==> src/rtl/gmii_tx_arbiter.sv <==
// Purpose: merges the ARP and UDP GMII transmit streams onto one GMII port using round-robin req/grant.
// Latency: granted source data appears on gmii_txd/gmii_tx_en exactly one gmii_tx_clk cycle later.
// Backpressure: none on data; sources wait on grant, and the inter-frame gap plus stall/overlength policing bound the medium time each source holds.
module gmii_tx_arbiter #(
    parameter int IFG_CYCLES       = 12,
    parameter int START_TIMEOUT    = 255,
    parameter int MAX_FRAME_CYCLES = 1530
) (
    input  logic        gmii_tx_clk,
    input  logic        sys_rst,
    input  logic        arp_req,
    output logic        arp_grant,
    input  logic        arp_tx_en,
    input  logic [7:0]  arp_txd,
    input  logic        udp_req,
    output logic        udp_grant,
    input  logic        udp_tx_en,
    input  logic [7:0]  udp_txd,
    output logic        gmii_tx_en,
    output logic [7:0]  gmii_txd,
    output logic        gmii_tx_er,
    output logic        busy,
    output logic [15:0] frame_cnt,
    output logic [7:0]  err_cnt
);

    typedef enum logic [2:0] {
        IDLE,
        GRANT,
        XFER,
        DRAIN,
        IFG
    } state_t;

    // One counter serves as start-wait counter (GRANT), frame length (XFER) and gap counter (IFG).
    localparam int            CW       = 16;
    localparam logic [CW-1:0] TO_LAST  = CW'(START_TIMEOUT - 1);
    localparam logic [CW-1:0] LEN_MAX  = CW'(MAX_FRAME_CYCLES);
    localparam logic [CW-1:0] IFG_LAST = CW'(IFG_CYCLES - 1);
    localparam logic [CW-1:0] CNT_ONE  = {{(CW-1){1'b0}}, 1'b1};

    // Source encoding for sel/last_winner: 0 = ARP, 1 = UDP.
    state_t        state_q, state_nxt;
    logic [CW-1:0] cnt_q, cnt_nxt;
    logic          sel_q, sel_nxt;
    logic          last_q, last_nxt;

    logic          arp_grant_nxt, udp_grant_nxt;
    logic          tx_en_nxt, tx_er_nxt;
    logic [7:0]    txd_nxt;
    logic [15:0]   frame_nxt;
    logic [7:0]    err_nxt;
    logic [7:0]    err_inc;
    logic [CW-1:0] len_inc;
    logic          win;
    logic          holds_grant;

    logic          src_tx_en;
    logic [7:0]    src_txd;

    // The non-granted source is never looked at: only the selected stream feeds the datapath.
    assign src_tx_en = sel_q ? udp_tx_en : arp_tx_en;
    assign src_txd   = sel_q ? udp_txd   : arp_txd;

    // State register and all registered outputs; async reset drops the GMII outputs immediately.
    always_ff @(posedge gmii_tx_clk or posedge sys_rst) begin
        if (sys_rst) begin
            state_q    <= IDLE;
            cnt_q      <= '0;
            sel_q      <= 1'b0;
            last_q     <= 1'b1;
            arp_grant  <= 1'b0;
            udp_grant  <= 1'b0;
            gmii_tx_en <= 1'b0;
            gmii_txd   <= 8'h00;
            gmii_tx_er <= 1'b0;
            busy       <= 1'b0;
            frame_cnt  <= 16'h0000;
            err_cnt    <= 8'h00;
        end else begin
            state_q    <= state_nxt;
            cnt_q      <= cnt_nxt;
            sel_q      <= sel_nxt;
            last_q     <= last_nxt;
            arp_grant  <= arp_grant_nxt;
            udp_grant  <= udp_grant_nxt;
            gmii_tx_en <= tx_en_nxt;
            gmii_txd   <= txd_nxt;
            gmii_tx_er <= tx_er_nxt;
            busy       <= (state_nxt != IDLE);
            frame_cnt  <= frame_nxt;
            err_cnt    <= err_nxt;
        end
    end

    // Next-state, counter and output decode for arbitration, forwarding and policing.
    always_comb begin
        state_nxt = state_q;
        cnt_nxt   = cnt_q;
        sel_nxt   = sel_q;
        last_nxt  = last_q;
        tx_en_nxt = 1'b0;
        txd_nxt   = 8'h00;
        tx_er_nxt = 1'b0;
        frame_nxt = frame_cnt;
        err_nxt   = err_cnt;
        win       = 1'b0;
        err_inc   = (err_cnt == 8'hFF) ? err_cnt : err_cnt + 8'h01;
        // Length the current byte would give the frame; the first byte is taken straight from GRANT.
        len_inc   = (state_q == GRANT) ? CNT_ONE : cnt_q + CNT_ONE;

        case (state_q)
            IDLE: begin
                if (arp_req || udp_req) begin
                    // On a tie the source that did not win last time goes next.
                    win       = (arp_req && udp_req) ? ~last_q : udp_req;
                    sel_nxt   = win;
                    last_nxt  = win;
                    cnt_nxt   = '0;
                    state_nxt = GRANT;
                end
            end

            GRANT, XFER: begin
                if (src_tx_en) begin
                    tx_en_nxt = 1'b1;
                    txd_nxt   = src_txd;
                    cnt_nxt   = len_inc;
                    if (len_inc == LEN_MAX) begin
                        // Last allowed byte goes out flagged; the rest of the frame is swallowed.
                        tx_er_nxt = 1'b1;
                        err_nxt   = err_inc;
                        state_nxt = DRAIN;
                    end else begin
                        state_nxt = XFER;
                    end
                end else if (state_q == XFER) begin
                    frame_nxt = frame_cnt + 16'h0001;
                    cnt_nxt   = '0;
                    state_nxt = IFG;
                end else if (cnt_q == TO_LAST) begin
                    // Source never started: reclaim the medium. Dropping req does not end GRANT.
                    err_nxt   = err_inc;
                    cnt_nxt   = '0;
                    state_nxt = IFG;
                end else begin
                    cnt_nxt = cnt_q + CNT_ONE;
                end
            end

            DRAIN: begin
                if (!src_tx_en) begin
                    cnt_nxt   = '0;
                    state_nxt = IFG;
                end
            end

            IFG: begin
                // Requests seen here simply stay pending; arbitration happens back in IDLE.
                if (cnt_q == IFG_LAST) begin
                    cnt_nxt   = '0;
                    state_nxt = IDLE;
                end else begin
                    cnt_nxt = cnt_q + CNT_ONE;
                end
            end

            default: begin
                cnt_nxt   = '0;
                state_nxt = IDLE;
            end
        endcase

        // Grant is a pure function of where the FSM is heading, so it falls on the ending edge.
        holds_grant   = (state_nxt == GRANT) || (state_nxt == XFER);
        arp_grant_nxt = holds_grant && !sel_nxt;
        udp_grant_nxt = holds_grant && sel_nxt;
    end

endmodule

==> config.mk <==
export PLATFORM = sky130hd
export DESIGN_NAME = gmii_tx_arbiter
export DESIGN_NICKNAME = d
export VERILOG_FILES = /design/src/rtl/gmii_tx_arbiter.sv
export SDC_FILE = /design/constraint.sdc
export NUM_CORES = 1
export LEC_CHECK = 0
export CORE_ASPECT_RATIO = 1.5
export CORE_MARGIN = 2
export CORE_UTILIZATION = 56
export CTS_CLUSTER_DIAMETER = 80
export CTS_CLUSTER_SIZE = 28
export DETAILED_ROUTE_END_ITERATION = 8
export PLACE_DENSITY = 0.93
export SETUP_SLACK_MARGIN = 0.15
export SLEW_MARGIN = 20
export SYNTH_ARGS = -nofsm -noshare
export SYNTH_HDL_FRONTEND = slang
export SYNTH_SLANG_ARGS = --single-unit
==> constraint.sdc <==
create_clock -name gmii_tx_clk -period 4.8 [get_ports gmii_tx_clk]
set_clock_uncertainty 0.1 [all_clocks]
set_input_delay 0.48 -clock gmii_tx_clk [delete_from_list [all_inputs] [get_ports gmii_tx_clk]]
set_output_delay 0.48 -clock gmii_tx_clk [all_outputs]
set_load 0.01 [all_outputs]
==> results.toml <==
[placed_design]
numPortBuffers = 58
place_hpwl_um = 5388
routabilityCongestion = 0.9737
post-place-ws_ps = 1799

[worst_hold_path]
min_path_cells = 1
hold_path_class = "reg2reg"
holdPathEnd = "frame_cnt[15]"
min_from = "frame_cnt[15]"

[yosys]
yosys_warnings = 0
synth_commonest_cells = "dfrtp_1, nand2_1, nor2_1"
syn_area_sq_um = 3117
syn_inst = 317
ys_seq_area_frac = 0.4661
synthArstFlopShare = 1.000
synth_nets = 344
synth-seq-cells = 58
synth_top_area_cell = "dfrtp_1"
synth_edf_count = 0
synth_area_leaders = "dfrtp_1, xnor2_1, nand4_1, nand2_1, xor2_1"
yosysMostFrequentCell = "dfrtp_1"
avgSynthCellArea_sq_um = 9.832
synth_top_area_share = 0.4576
yosys_most_used_dff = "dfrtp_1"
yosysUniqueCellTypes = 52

[global_routing]
grt_pass1_wl_um = 13210
overflow = 0
grt_pass1_vias = 2773
grt_antenna_before_repair = 0
grt_usage = 0.2845
grt_max_degree = 59

[sta]
finalSetupTns_ps = 0
fin_ws_ps = 1690
fmax_mhz = 321.5
rsz0062_at_grt = "no"
tightest_slew_ps = 702.7
finalSetupViolCount = 0
finalCriticalPeriod_ps = 3110
drv_slew = 0
fin_crit_sh = 0.6480
final_hold_viol_count = 0
relSlewSlack = 0.5315

[die]
die_area_sq_um = 6191
chipWidth_um = 64.92
initial_core_util = 0.5762
chipHeight_um = 95.37
core_area_sq_um = 5409
num_rows = 33
ios = 59

[clock_tree]
cts.htree.levels = 3
cts_buffers = 9
clk_latency_ps = 350
cts.sinks = 58
post_cts_buffers = 0
cts_tree = "done"
cts_resized = 0
ctsHoldBuffers = 0
cts_max_path_buffers = 2
cts.clk_slew.worst_paths_ps = 70
cts_root_buffer = "clkbuf_8"

[final_layout]
finalNetCount = 399
fill_cells = 367
drive_gt1_frac = 0.09019
n_antenna_cell = 0
area_growth_pct = 24.85

[setup_path]
arrival_ps = 3240
ff2ff_setup_slack_ps = 1690
crit_path_end_kind = "register"
cp.required_ps = 4930
worstPathMaxFanout = 11
reg2reg_to = "frame_cnt[15]"
setup.worst_path.class = "reg2reg"
worstRegToRegCells = 7
reg2reg_from = "sel_q"
cp-start-kind = "register"

[run]
max_cap_viol_count = 0

[route]
dr.pass1.iters = 4
avgRoutedWirePerCell_um = 17.82
vias = 2762
drt_iter0_markers = 272
drt.antenna.violating_nets = 0
drt_wl_total_um = 7965
drc = 0
vias_per_cell = 6.179

[power_and_ir_drop]
p_switching_mw = 0.6527
swShare = 0.3668
seqPwrFrac = 0.402
ir_drop_v = 0.0002188
p_int_mw = 1.127
combPwrFrac = 0.326
p_clk_frac = 0.272
pwr_density_cell_nw_per_um2 = 457.3
p_leak_nw = 1.661

[status]
status = "completed"
==> worst max-delay path by stage <==
stage / start / end / slack [ps] / cells after the start
2_1_floorplan: cnt_q[0] / err_cnt[1] / 2180 / 7
3_3_place_gp: udp_tx_en / busy / 1820 / 7
3_5_place_dp: cnt_q[0] / err_cnt[1] / 1800 / 8
4_1_cts: sel_q / frame_cnt[15] / 1750 / 7
5_1_grt: cnt_q[0] / err_cnt[1] / 1400 / 8
6_report: sel_q / frame_cnt[15] / 1690 / 7
==> state kept, by name, indices dropped and copies added (netlist names), 3 cells and up <==
| name | flops |
|---|---|
| cnt_q | 16 |
| state_q | 3 |
| frame_cnt | 16 |
| err_cnt | 8 |
| gmii_txd | 8 |
==> critical path, stage by stage, from the launching register on <==
cell and delay (ps):
dfrtp_1 710, mux2_2 430, nor3_1 480, and3_1 340
nand3_1 150, nor3_1 460, nand4_1 170, xnor2_1 160
==> power by group through the flow <==
| stage | Clock [mW] | Combinational, mW | Sequential (mW) |
|---|---|---|---|
| after floorplan | 0 | 0.418 | 0.673 |
| after global placement | 0 | 0.550 | 0.709 |
| after detailed placement | 0 | 0.569 | 0.717 |
| after CTS | 0.488 | 0.578 | 0.711 |
| after global routing | 0.518 | 0.633 | 0.728 |
| final | 0.485 | 0.579 | 0.715 |
==> final cells by class <==
cell class,count,area [sq um],share of cell area
clock buffers,12,165.2,0.04244
well taps,70,87.58,0.02251
repair buffers,59,588.1,0.1511
flip-flops and latches,58,1453,0.3733
multi-input cells,237,1523,0.3913
clock inverters,4,48.80,0.01254
inverters,7,26.28,0.006752
==> metal layers <==
layer,GRT usage,share of wire,up-vias,wire [um]
li1,-,-,1267,-
met1,0.3027,0.37,1344,2909
met2,0.5103,0.54,117,4278
met3,0.06966,0.053,34,420
met4,0.1560,0.045,0,357
met5,0,0,-,0
==> stage by stage <==
stage	power, mW	hold WS, ps	instances	utilization	cell area, sq um
floorplan	1.091	362.9	317	-	3117
global placement	1.259	359.4	431	0.6799	3677
detailed placement	1.286	362.6	431	0.6799	3677
CTS	1.777	375.7	447	0.7194	3891
global route	1.879	387.1	447	0.7194	3891
finish	1.779	371.3	447	0.7194	3891
==> cell usage in the layout, fill, tap and decap left out, types with 6 or more instances in the layout <==
cell type,instances
nand4_1,18
nor2_1,27
clkbuf_8,12
nand2_1,29
nor4_1,6
dfrtp_1,57
clkdlybuf4s50_1,58
mux2i_1,10
xnor2_1,16
nand3_1,12
a31oi_1,15
xor2_1,12
o21ai_0,14
a21oi_1,16
nor3_1,9
inv_1,6
==> logic make-up after synthesis <==
logic type	count (synthesis)	share of synthesized area
AO/OA/AOI/OAI	63	0.1305
buffers and inverters	22	0.04536
XOR/XNOR	28	0.07868
multiplexers	13	0.04296
AND/OR/NAND/NOR	128	0.2164
flip-flops	58	0.4661
adder cells (fa/ha/maj)	5	0.02007
(Power assumes the default switching activity.)
